## src/rtl/vidtiming.sv

```systemverilog
// Programmable video timing generator: pixel position, syncs and frame/line markers
// with validated, frame-boundary-deferred reconfiguration.
module vidtiming #(
  parameter int W      = 16,
  parameter int HACT   = 1280,
  parameter int HFRONT = 72,
  parameter int HSYNC  = 80,
  parameter int HBACK  = 216,
  parameter int VACT   = 720,
  parameter int VFRONT = 3,
  parameter int VSYNC  = 5,
  parameter int VBACK  = 22,
  parameter int HSPOL  = 1,
  parameter int VSPOL  = 1
) (
  input  logic         clk,
  input  logic         rstn,
  input  logic         en,
  input  logic [W-1:0] cfg_hact,
  input  logic [W-1:0] cfg_hfront,
  input  logic [W-1:0] cfg_hsync,
  input  logic [W-1:0] cfg_hback,
  input  logic [W-1:0] cfg_vact,
  input  logic [W-1:0] cfg_vfront,
  input  logic [W-1:0] cfg_vsync,
  input  logic [W-1:0] cfg_vback,
  input  logic         cfg_hspol,
  input  logic         cfg_vspol,
  input  logic         cfg_load,
  output logic         cfg_pending,
  output logic         cfg_err,
  output logic         de,
  output logic         hs,
  output logic         vs,
  output logic [W-1:0] x,
  output logic [W-1:0] y,
  output logic         sof,
  output logic         eol
);

  localparam int D = W + 2;

  typedef struct packed {
    logic [W-1:0] hact;
    logic [W-1:0] hfront;
    logic [W-1:0] hsync;
    logic [W-1:0] hback;
    logic [W-1:0] vact;
    logic [W-1:0] vfront;
    logic [W-1:0] vsync;
    logic [W-1:0] vback;
    logic         hspol;
    logic         vspol;
  } tcfg_t;

  localparam logic  HSP     = 1'(HSPOL);
  localparam logic  VSP     = 1'(VSPOL);
  localparam tcfg_t RST_CFG = {W'(HACT), W'(HFRONT), W'(HSYNC), W'(HBACK),
                               W'(VACT), W'(VFRONT), W'(VSYNC), W'(VBACK), HSP, VSP};
  localparam logic [D-1:0] LIM = {2'b01, {W{1'b0}}};

  function automatic logic [D-1:0] ext(input logic [W-1:0] v);
    return {2'b00, v};
  endfunction

  tcfg_t        act, pend, ld;
  logic [W-1:0] cx, cy, cx_n, cy_n;
  logic         run_r;
  logic [D-1:0] hson, hsoff, htot, vson, vsoff, vtot, ld_htot, ld_vtot;
  logic         ld_ok, h_last, v_last, wrap, apply;
  logic         de_d, hs_raw, vs_raw;

  assign ld = {cfg_hact, cfg_hfront, cfg_hsync, cfg_hback,
               cfg_vact, cfg_vfront, cfg_vsync, cfg_vback, cfg_hspol, cfg_vspol};

  assign hson  = ext(act.hact) + ext(act.hfront);
  assign hsoff = hson + ext(act.hsync);
  assign htot  = hsoff + ext(act.hback);
  assign vson  = ext(act.vact) + ext(act.vfront);
  assign vsoff = vson + ext(act.vsync);
  assign vtot  = vsoff + ext(act.vback);

  assign ld_htot = ext(ld.hact) + ext(ld.hfront) + ext(ld.hsync) + ext(ld.hback);
  assign ld_vtot = ext(ld.vact) + ext(ld.vfront) + ext(ld.vsync) + ext(ld.vback);
  assign ld_ok   = (|ld.hact) && (|ld.hfront) && (|ld.hsync) && (|ld.hback) &&
                   (|ld.vact) && (|ld.vfront) && (|ld.vsync) && (|ld.vback) &&
                   (ld_htot <= LIM) && (ld_vtot <= LIM);

  // run_r marks that en was already high last edge, so counting starts one cycle after enable
  assign h_last = (ext(cx) == htot - D'(1));
  assign v_last = (ext(cy) == vtot - D'(1));
  assign wrap   = en && run_r && h_last && v_last;
  assign apply  = cfg_pending && (wrap || !en);

  // Next pixel position
  always_comb begin
    cx_n = cx;
    cy_n = cy;
    if (!en) begin
      cx_n = '0;
      cy_n = '0;
    end else if (run_r) begin
      if (h_last) begin
        cx_n = '0;
        if (v_last) begin
          cy_n = '0;
        end else begin
          cy_n = cy + W'(1);
        end
      end else begin
        cx_n = cx + W'(1);
      end
    end else begin
      cx_n = cx;
      cy_n = cy;
    end
  end

  // Raster decode of the current position; raw syncs are forced inactive while idle
  always_comb begin
    de_d   = run_r && (ext(cx) < ext(act.hact)) && (ext(cy) < ext(act.vact));
    hs_raw = run_r && (ext(cx) >= hson) && (ext(cx) < hsoff);
    vs_raw = run_r && (ext(cy) >= vson) && (ext(cy) < vsoff);
  end

  // Configuration registers, validation result and pending flag
  always_ff @(posedge clk) begin
    if (!rstn) begin
      act         <= RST_CFG;
      pend        <= '0;
      cfg_pending <= 1'b0;
      cfg_err     <= 1'b0;
    end else begin
      if (apply) act <= pend;
      if (cfg_load && ld_ok) pend <= ld;
      cfg_pending <= (cfg_pending && !apply) || (cfg_load && ld_ok);
      cfg_err     <= cfg_load && !ld_ok;
    end
  end

  // Counters and the aligned output register stage
  always_ff @(posedge clk) begin
    if (!rstn) begin
      cx    <= '0;
      cy    <= '0;
      run_r <= 1'b0;
      de    <= 1'b0;
      hs    <= ~HSP;
      vs    <= ~VSP;
      x     <= '0;
      y     <= '0;
      sof   <= 1'b0;
      eol   <= 1'b0;
    end else begin
      cx    <= cx_n;
      cy    <= cy_n;
      run_r <= en;
      de    <= de_d;
      hs    <= ~(hs_raw ^ act.hspol);
      vs    <= ~(vs_raw ^ act.vspol);
      x     <= run_r ? cx : '0;
      y     <= run_r ? cy : '0;
      sof   <= run_r && (cx == '0) && (cy == '0);
      eol   <= run_r && h_last;
    end
  end

endmodule

```

## config.mk

```make
export PLATFORM = sky130hd
export DESIGN_NAME = vidtiming
export DESIGN_NICKNAME = d
export VERILOG_FILES = /design/src/rtl/vidtiming.sv
export SDC_FILE = /design/constraint.sdc
export NUM_CORES = 1
export LEC_CHECK = 0
export BUFFER_PORTS_ARGS = -buffer_cell sky130_fd_sc_hd__buf_2
export CORE_ASPECT_RATIO = 1.5
export CORE_UTILIZATION = 60
export CTS_CLUSTER_SIZE = 14
export DETAILED_ROUTE_END_ITERATION = 7
export PLACE_DENSITY = 0.84
export SLEW_MARGIN = 20
export SYNTH_ARGS = -nofsm -noshare
export SYNTH_HDL_FRONTEND = slang
export SYNTH_SLANG_ARGS = --single-unit
```

## constraint.sdc

```tcl
create_clock -name clk -period 12.7 [get_ports clk]
set_input_delay 2.54 -clock clk [delete_from_list [all_inputs] [get_ports clk]]
set_output_delay 2.54 -clock clk [all_outputs]
set_load 0.01 [all_outputs]
```

[Word level (Yosys, flattened, before mapping)]
Index checks and enable logic that the tools add are counted.
Word-level totals
  bits in registers: 332
  bits in read-only memories: 0
  bits in writable memories: 0
  latch bits: 0
  memories: 0
Operators by class
  $mul: 0
  div/mod/pow operators: 0
  shift operators: 0
  bitwise gates (word level): 4
  multiplexer cells: 2
  equality and inequality tests: 2
  $add $sub $neg: 16
  order comparisons: 8
  reduce and logical (&&, ||, !) cells: 43
Operators with widths (number)
  16-bit OR reduction: 8
  17-bit by 16-bit adder with 18-bit output: 4
  18-bit by 16-bit adder with 18-bit output: 4
  16-bit by 16-bit adder with 17-bit output: 4
  16-bit by 18-bit == test with 1-bit output: 2
  18-bit by 17-bit <= comparator with 1-bit output (second input constant): 2
  16-bit by 18-bit < comparator with 1-bit output: 2
  18-bit by 1-bit subtractor with 18-bit output (second input constant): 2
  16-bit by 17-bit >= comparator with 1-bit output: 2
  16-bit by 1-bit adder with 16-bit output (second input constant): 2
  16-bit zero test: 2
  16-bit < comparator: 2
  16-bit two-way mux: 2
  1-bit logical AND: 25
  2-bit AND reduction: 3
  1-bit zero test: 3
  1-bit logical OR: 2
  1-bit NOT: 2
  1-bit XOR: 2

[Logic depth before layout (Yosys ltp)]
Gate-level depths: netlist (run 1).
  word-level depth: 12
  mapped depth: 35

[Worst setup path after synthesis (run 1)]
OpenSTA, ideal clock, no wires.
  path type: input to register
  start: input cfg_vact[1]
  end: register pend[100] in the netlist's numbering
  required time: 12.628 ns
  data arrival time: 6.697 ns
  stages on the path: 16
  path slack: 5.931 ns
  path through: fa_1 fa_1 ha_1 fa_1 or4_1 a311oi_1 o2111ai_1 or4_1 nor4_1 nand4_1 a31o_1 nor3b_2 buf_2 buf_12 buf_12 mux2i_1
On the way
  word-level cells in the longest chain between the ends: 8
RTL lines
  start, declared: line 23  | input logic [W-1:0] cfg_vact,
  parallel branches: the longest is 6 deep, another holds 17-bit by 16-bit adder with 18-bit output
  1-bit logical AND (*): line 87  | (ld_htot <= LIM) && (ld_vtot <= LIM);
  1-bit logical AND (*): line 135  | if (cfg_load && ld_ok) pend <= ld;
  end signal, assigned: line 135
  end, declared: line 66  | tcfg_t act, pend, ld;
Every way passes the cells marked *.
A chain may end at the register's enable or synchronous reset.

[Final worst setup path (run 1)]
  start: register act[50] in the netlist's numbering
  end: register act[121] in the netlist's numbering
On the way
  word-level cells in the longest chain between the ends: 8
RTL lines
  start, declared: line 66
  start signal, assigned: line 134  | if (apply) act <= pend;
  16-bit by 16-bit adder with 17-bit output: line 79  | assign vson = ext(act.vact) + ext(act.vfront);
  17-bit by 16-bit adder with 18-bit output: line 80  | assign vsoff = vson + ext(act.vsync);
  18-bit by 16-bit adder with 18-bit output: line 81  | assign vtot = vsoff + ext(act.vback);
  18-bit by 1-bit subtractor with 18-bit output: line 91  | assign v_last = (ext(cy) == vtot - D'(1));
  16-bit by 18-bit == test with 1-bit output: line 91
  1-bit logical AND: line 92  | assign wrap = en && run_r && h_last && v_last;
  1-bit logical OR: line 93  | assign apply = cfg_pending && (wrap || !en);
  1-bit logical AND: line 93
Every way passes these cells.

==> flow_summary.toml, run 1 <==
[sta]
drv_slew = 0
fin_ws_ns = 4.02
final_hold_viol_count = 0
max_freq_ghz = 0.115
rsz0062_at_grt = "no"
hold_slack_ns = 0.461
max_slew_margin_pct = 29.8
tns_ns = 0
setup_viol_count_final = 0
worst_pin_slew_ns = 1.05
clock_skew_ns = 0.0202
fin_crit_sh_pct = 68.4
period_needed_ns = 8.68

[placement]
place.gp.congestion = 0.954
post-place-ws_ns = 3.88
placed_cells_incl_taps = 3241
place_hpwl_um = 50300
port_buffers = 172
place_area_um2 = 24100

[min_path]
hold_class = "register to register"
hold_depth = 2
hold_path.startpoint = "pend[104]$_SDFFE_PN0P_"
hold_end = "pend[104]$_SDFFE_PN0P_"

[pwr]
power_density_nw_per_um2 = 110
totalPowerFinal_mw = 2.74
p_leak_nw = 10.7
p_sw_share_pct = 31.7
pwr-share-comb_pct = 28.3
power.share.clock_pct = 31.6
switchingPower_mw = 0.869
irDropWorstVdd_v = 0.0000968
pwr-share-seq_pct = 40.1
p_int_mw = 1.87

[clock_tree]
clk-insertion-delay-late_ns = 0.58
root_buffer = "clkbuf_16"
clk_path_buf_depth = 3
htree_levels = 1
cts_hold_buf = 0
numCtsBuffers = 30
clkSinkCount = 332
cts.clk_slew.worst_paths_ns = 0.07
cts_tree = "yes"
cts.repair.resized = 0
cts_setup_buffers = 0

[drt]
drt_pre_antenna_iters = 6
avgRoutedWirePerCell_um = 19.8
vias_per_cell = 6.10
drt.antenna.violating_nets = 0
vias = 20100
totalWireLength_um = 65100
drt_iter0_markers = 1671
drc = 0

[synthesis]
syn_avg_cell_area_um2 = 8.62
ys.flop_type = "dfxtp_1"
ys_warn_count = 0
synth.most_common_cell = "nand2_1"
syn_inst = 2693
netlist.area_leader.share_pct = 28.6
netlist_top_cells_count = "nand2_1 (353), dfxtp_1 (332), ha_1 (252)"
synth_seq_cells = 332
yosysTopAreaCell = "dfxtp_1"
synth.distinct_cells = 87
yosys-top-cells-area = "dfxtp_1 (29%), ha_1 (14%), mux2i_1 (6.8%)"
syn_nets = 3149
ys_seq_area_share_pct = 28.6
synthArstFlopShare_pct = 0
synth_edf_count = 0
netlist_area_um2 = 23200

[critical_path]
crit_path_max_fanout = 121
r2r_slack_ns = 4.02
cp.arrival_ns = 9.08
slowest_stage = "nor4b_2"
end_kind = "register"
r2r-end = "act[121]$_SDFFE_PN0P_"
worstSetupPathType = "register to register"
cp_slowest_stage_delay_ns = 0.59
timing.rr.start = "act[50]$_SDFFE_PN0P_"
required_ns = 13.09
crit_top_cell = "o21ai_0"
reg2regPathDepth = 33
start_kind = "register"

[global_route]
grt_overflow = 0
grtUsageTotal_pct = 32.8
grt_pass1_wl_um = 103000
grt_start_max_net_pins = 137
grt_pass1_vias = 19600
antenna_found_initial = 1

[job]
cap_violations = 0

[final_layout]
finalInstanceArea_um2 = 25000
final_nets = 3241
n_fill_cell = 3143
drive_gt1_share_pct = 9.18
syn_to_final_growth_pct = 7.79
final_util_pct = 66.0
final_cells = 3290

[floorplan]
start_util_pct = 61.3
ios = 173
rows = 87
die_y_um = 243
coreArea_um2 = 37900
die_x_um = 163
die_area_um2 = 39500

[run_status]
outcome = "finished clean"
## layout make-up
class / instances / area [um2] / area share (%)
multi-input combinational: 2050 / 15200 / 60.7
sequential: 332 / 6650 / 26.6
timing repair buffer: 183 / 961 / 3.84
clock buffer: 39 / 826 / 3.30
inverter: 188 / 706 / 2.82
tap: 489 / 612 / 2.45
clock inverter: 8 / 78.8 / 0.315
antenna: 1 / 2.50 / 0.0100
## cell families after synthesis
group / Yosys count / synth area share, %
buffers and inverters: 311 / 6.02
and+or+nand+nor: 899 / 18.9
adders and majority gates: 323 / 19.7
muxes: 159 / 6.86
xor gates and xnor gates: 137 / 5.17
AOI/OAI and AO/OA: 532 / 14.7
DFF: 332 / 28.6
## power groups by stage
stage	combinational [mW]	clock (mW)	sequential, mW
3_5_place_dp	0.763	0	1.12
4_1_cts	0.769	0.873	1.10
2_1_floorplan	0.594	0	1.12
3_3_place_gp	0.751	0	1.12
5_1_grt	0.861	0.913	1.10
6_report	0.777	0.866	1.10
## flip-flops by register name, indices dropped and copies added (netlist names)
name and flops:
run_r 1, x 16, de 1, cy 16
y 16, eol 1, cx 16, act 130
hs 1, cfg_pending 1, cfg_err 1, pend 130
sof 1, vs 1
## worst max path at each step
stage | endpoint | slack, ns | from
after CTS | act[121]$_SDFFE_PN0P_ | 4.02 | act[50]$_SDFFE_PN0P_
after floorplan | pend[100]$_SDFFE_PN0P_ | 5.93 | cfg_vact[1]
final | act[121]$_SDFFE_PN0P_ | 4.02 | act[50]$_SDFFE_PN0P_
after detailed placement | pend[2]$_SDFFE_PN0P_ | 3.88 | cfg_vact[1]
after global routing | act[88]$_SDFFE_PN1P_ | 3.43 | act[50]$_SDFFE_PN0P_
after global placement | pend[19]$_SDFFE_PN0P_ | 3.94 | cfg_vact[1]
## per-layer routing
layer,vias to the layer above,track usage [%],routed length [um]
met2,707,56.2,31500
met5,-,0,0
met3,116,2.77,3480
met1,9532,42.3,27900
met4,0,12.9,2270
li1,9729,-,-
## layout by cell type (no fill, tap or decap), types with 39 or more instances in the layout
cell type  Yosys  final
nor2_1        95     95
mux2i_1      158    158
nand3_1      151    151
ha_1         252    252
and3_1        46     46
o21ai_0      178    178
nand2_1      353    353
inv_1        187    187
xnor2_1       71     71
nor4_1        49     49
dfxtp_1      332    332
xor2_1        66     66
fa_1          70     70
a21o_1        39     39
buf_2         18    171
a21oi_1      105    104
## worst max-delay path: cells and delay by family, from the launching register on
family,cells,cell delay [ns]
buffers and inverters,4,1.00
DFF,1,0.38
xor gates and xnor gates,1,0.24
and+or+nand+nor,9,2.41
AOI/OAI and AO/OA,14,2.88
adders and majority gates,5,1.53
Note: power is estimated with default switching activity, not from simulation.
==> run 2, diff against run 1 <==
--- a/config.mk
+++ b/config.mk
@@ -5,12 +5,13 @@
 export SDC_FILE = /design/constraint.sdc
 export NUM_CORES = 1
 export LEC_CHECK = 0
+export ABC_AREA = 1
 export BUFFER_PORTS_ARGS = -buffer_cell sky130_fd_sc_hd__buf_2
 export CORE_ASPECT_RATIO = 1.5
 export CORE_UTILIZATION = 60
 export CTS_CLUSTER_SIZE = 14
 export DETAILED_ROUTE_END_ITERATION = 7
-export PLACE_DENSITY = 0.84
+export PLACE_DENSITY = 0.83
 export SLEW_MARGIN = 20
 export SYNTH_ARGS = -nofsm -noshare
 export SYNTH_HDL_FRONTEND = slang
==> constraint.sdc (replaced) <==
create_clock -name clk -period 8.1 [get_ports clk]
set_input_delay 1.62 -clock clk [delete_from_list [all_inputs] [get_ports clk]]
set_output_delay 1.62 -clock clk [all_outputs]
set_load 0.01 [all_outputs]
==> run 2 against run 1 <==
  * Setup slack worse by 2.7 ns
  * Non-clock buffer count is 2 higher
  * Register-to-register slack worse by 2.7 ns
  * Hold slack better by 0.0076 ns
  * Synthesized cell count is 33% higher
  * Cell count is 28% higher
  * Critical path depth is 2 higher
  * Clock skew is 0.0062 ns higher
  * Combinational power grew to 4.1 times the previous value
  * Die area is 5.7% higher
  * Area after synthesis is 5.8% higher
  * Largest power group is now combinational cells
  * Highest routed layer unchanged
==> flow_summary.toml, run 2 <==
[sta]
tns_ns = 0
rsz0062_at_grt = "no"
clock_skew_ns = 0.0264
worst_pin_slew_ns = 1.02
setup_viol_count_final = 0
period_needed_ns = 6.79
max_slew_margin_pct = 31.7
fin_crit_sh_pct = 83.8
final_hold_viol_count = 0
max_freq_ghz = 0.147
drv_slew = 0

[clock_tree]
cts_hold_buf = 0
clk-insertion-delay-late_ns = 0.56
numCtsBuffers = 34
root_buffer = "clkbuf_16"
cts_tree = "yes"
cts.repair.resized = 0
htree_levels = 2
cts.clk_slew.worst_paths_ns = 0.06
clkSinkCount = 332
clk_path_buf_depth = 3
cts_setup_buffers = 0

[global_route]
grt_pass1_wl_um = 106000
grt_pass1_vias = 21500
antenna_found_initial = 0
grtUsageTotal_pct = 31.1
grt_start_max_net_pins = 124
grt_overflow = 0

[synthesis]
yosys-top-cells-area = "dfxtp_1 (27%), ha_1 (13%), nand2_1 (12%)"
synth.distinct_cells = 47
ys_seq_area_share_pct = 27.1
synthArstFlopShare_pct = 0
netlist_area_um2 = 24500
synth-simple-area-share_pct = 30.7
synth_xor_area_share_pct = 4.75
syn_nets = 4051
muxShareOfSynthArea_pct = 0
synth_top_family_by_area = "simple AND/OR/NAND/NOR gates"
netlist_top_cells_count = "nand2_1 (817), nor2_1 (546), inv_1 (491)"
synth_compound_area_share_pct = 8.55
synthAdderAreaFrac_pct = 18.6
syn_inst = 3595
netlist.area_leader.share_pct = 27.1
ys_warn_count = 0
syn_avg_cell_area_um2 = 6.83
synth_seq_cells = 332
yosysTopAreaCell = "dfxtp_1"
synth.most_common_cell = "nand2_1"
synth_edf_count = 0
ys.flop_type = "dfxtp_1"

[final_layout]
final_cell_mix = "nand2_1 (816), nor2_1 (546), inv_1 (491)"
final_cells = 4219
num_antenna_cells = 0
drive_gt1_share_pct = 6.92
mostFrequentLayoutCell = "nand2_1"
syn_to_final_growth_pct = 8.35
reg_top3 = "act: 130 flops, pend: 130 flops"
final_util_pct = 66.0
final_nets = 4145

[drt]
vias = 23000
drt.antenna.violating_nets = 0
avgRoutedWirePerCell_um = 15.3
vias_per_cell = 5.44
drc = 0
totalWireLength_um = 64600
drt_pre_antenna_iters = 6
drt_iter0_markers = 1780

[pwr]
switchingPower_mw = 2.79
power.share.clock_pct = 23.7
pwr-share-seq_pct = 28.4
p_leak_nw = 13.6
p_int_mw = 3.83
pwr-share-comb_pct = 47.9
power_density_nw_per_um2 = 249
p_sw_share_pct = 42.1
irDropWorstVdd_v = 0.000137

[job]
cap_violations = 0

[critical_path]
startpoint = "act[50]$_SDFFE_PN0P_"
crit_path_max_fanout = 53
slowest_stage = "buf_4"
reg2regPathDepth = 35
worstSetupPathType = "register to register"
timing.rr.start = "act[50]$_SDFFE_PN0P_"
cp.arrival_ns = 7.23
start_kind = "register"
cp_slowest_stage_delay_ns = 0.46
required_ns = 8.54
end_kind = "register"

[floorplan]
ios = 173
coreArea_um2 = 40300
die_x_um = 167
die_y_um = 250
die_area_um2 = 41700
start_util_pct = 60.9
rows = 90

[placement]
placed_cells_incl_taps = 4159
place_hpwl_um = 49800
place.gp.congestion = 1.04
port_buffers = 172

[min_path]
hold_path.startpoint = "act[70]$_SDFFE_PN1P_"
hold_depth = 2
hold_class = "register to register"

[run_status]
outcome = "finished clean"
-- run 2: through the flow --
stage          hold slack (ns)  power [mW]  cell area, um2  worst slack (ns)
5_1_grt                  0.507        7.19           26600             0.698
6_report                 0.468        6.63           26600              1.31
4_1_cts                  0.463        6.61           26600              1.28
3_5_place_dp             0.447        5.03           25500              1.34
3_3_place_gp             0.439        5.00           25500              1.43
2_1_floorplan            0.423        4.38           24500              2.85
-- run 2: power groups by stage --
stage                     Clock, mW  Combinational [mW]  Sequential (mW)
final                          1.57                3.17             1.88
after CTS                      1.59                3.15             1.88
after global placement            0                3.09             1.91
after detailed placement          0                3.12             1.91
after global routing           1.65                3.65             1.90
after floorplan                   0                2.49             1.88
-- run 2: critical path: cells and delay by family, from the launching register on --
family          cells  cell delay, ns
compound gates      5            1.04
xor+xnor            3            0.55
simple gates       16            2.38
flops               1            0.36
fa+ha+maj           5            1.54
buf+inv             6            0.79
-- run 2: metal layers --
layer,share of wire (%),vias up,track usage [%]
li1,-,11700,-
met2,47,732,51.8
met3,5.3,184,3.43
met1,43,10400,39.9
met4,5.2,0,15.6
met5,0,-,0
-- run 2: layout make-up --
type / instances / area, um2
timing repair buffer: 185 / 992
sequential: 332 / 6650
clock inverter: 14 / 154
fill: 3680 / 13700
tap: 506 / 633
multi-input combinational: 2642 / 15400
clock buffer: 46 / 946
inverter: 494 / 1850
-- run 2: kinds of logic (layout without fill, tap and decap cells) --
logic type / Yosys count / in the layout
XOR/XNOR: 130 / 130
adder cells (fa/ha/maj): 322 / 322
AND/OR/NAND/NOR: 1802 / 1802
buffers and inverters: 621 / 739
flip-flops: 332 / 332
AO/OA/AOI/OAI: 388 / 388
-- run 2: final timing paths --
kind                           end  slack (ns)
max          act[115]$_SDFFE_PN0P_        1.31
min reg2reg   act[70]$_SDFFE_PN1P_        0.47
min           act[70]$_SDFFE_PN1P_        0.47
max reg2reg  act[115]$_SDFFE_PN0P_        1.31
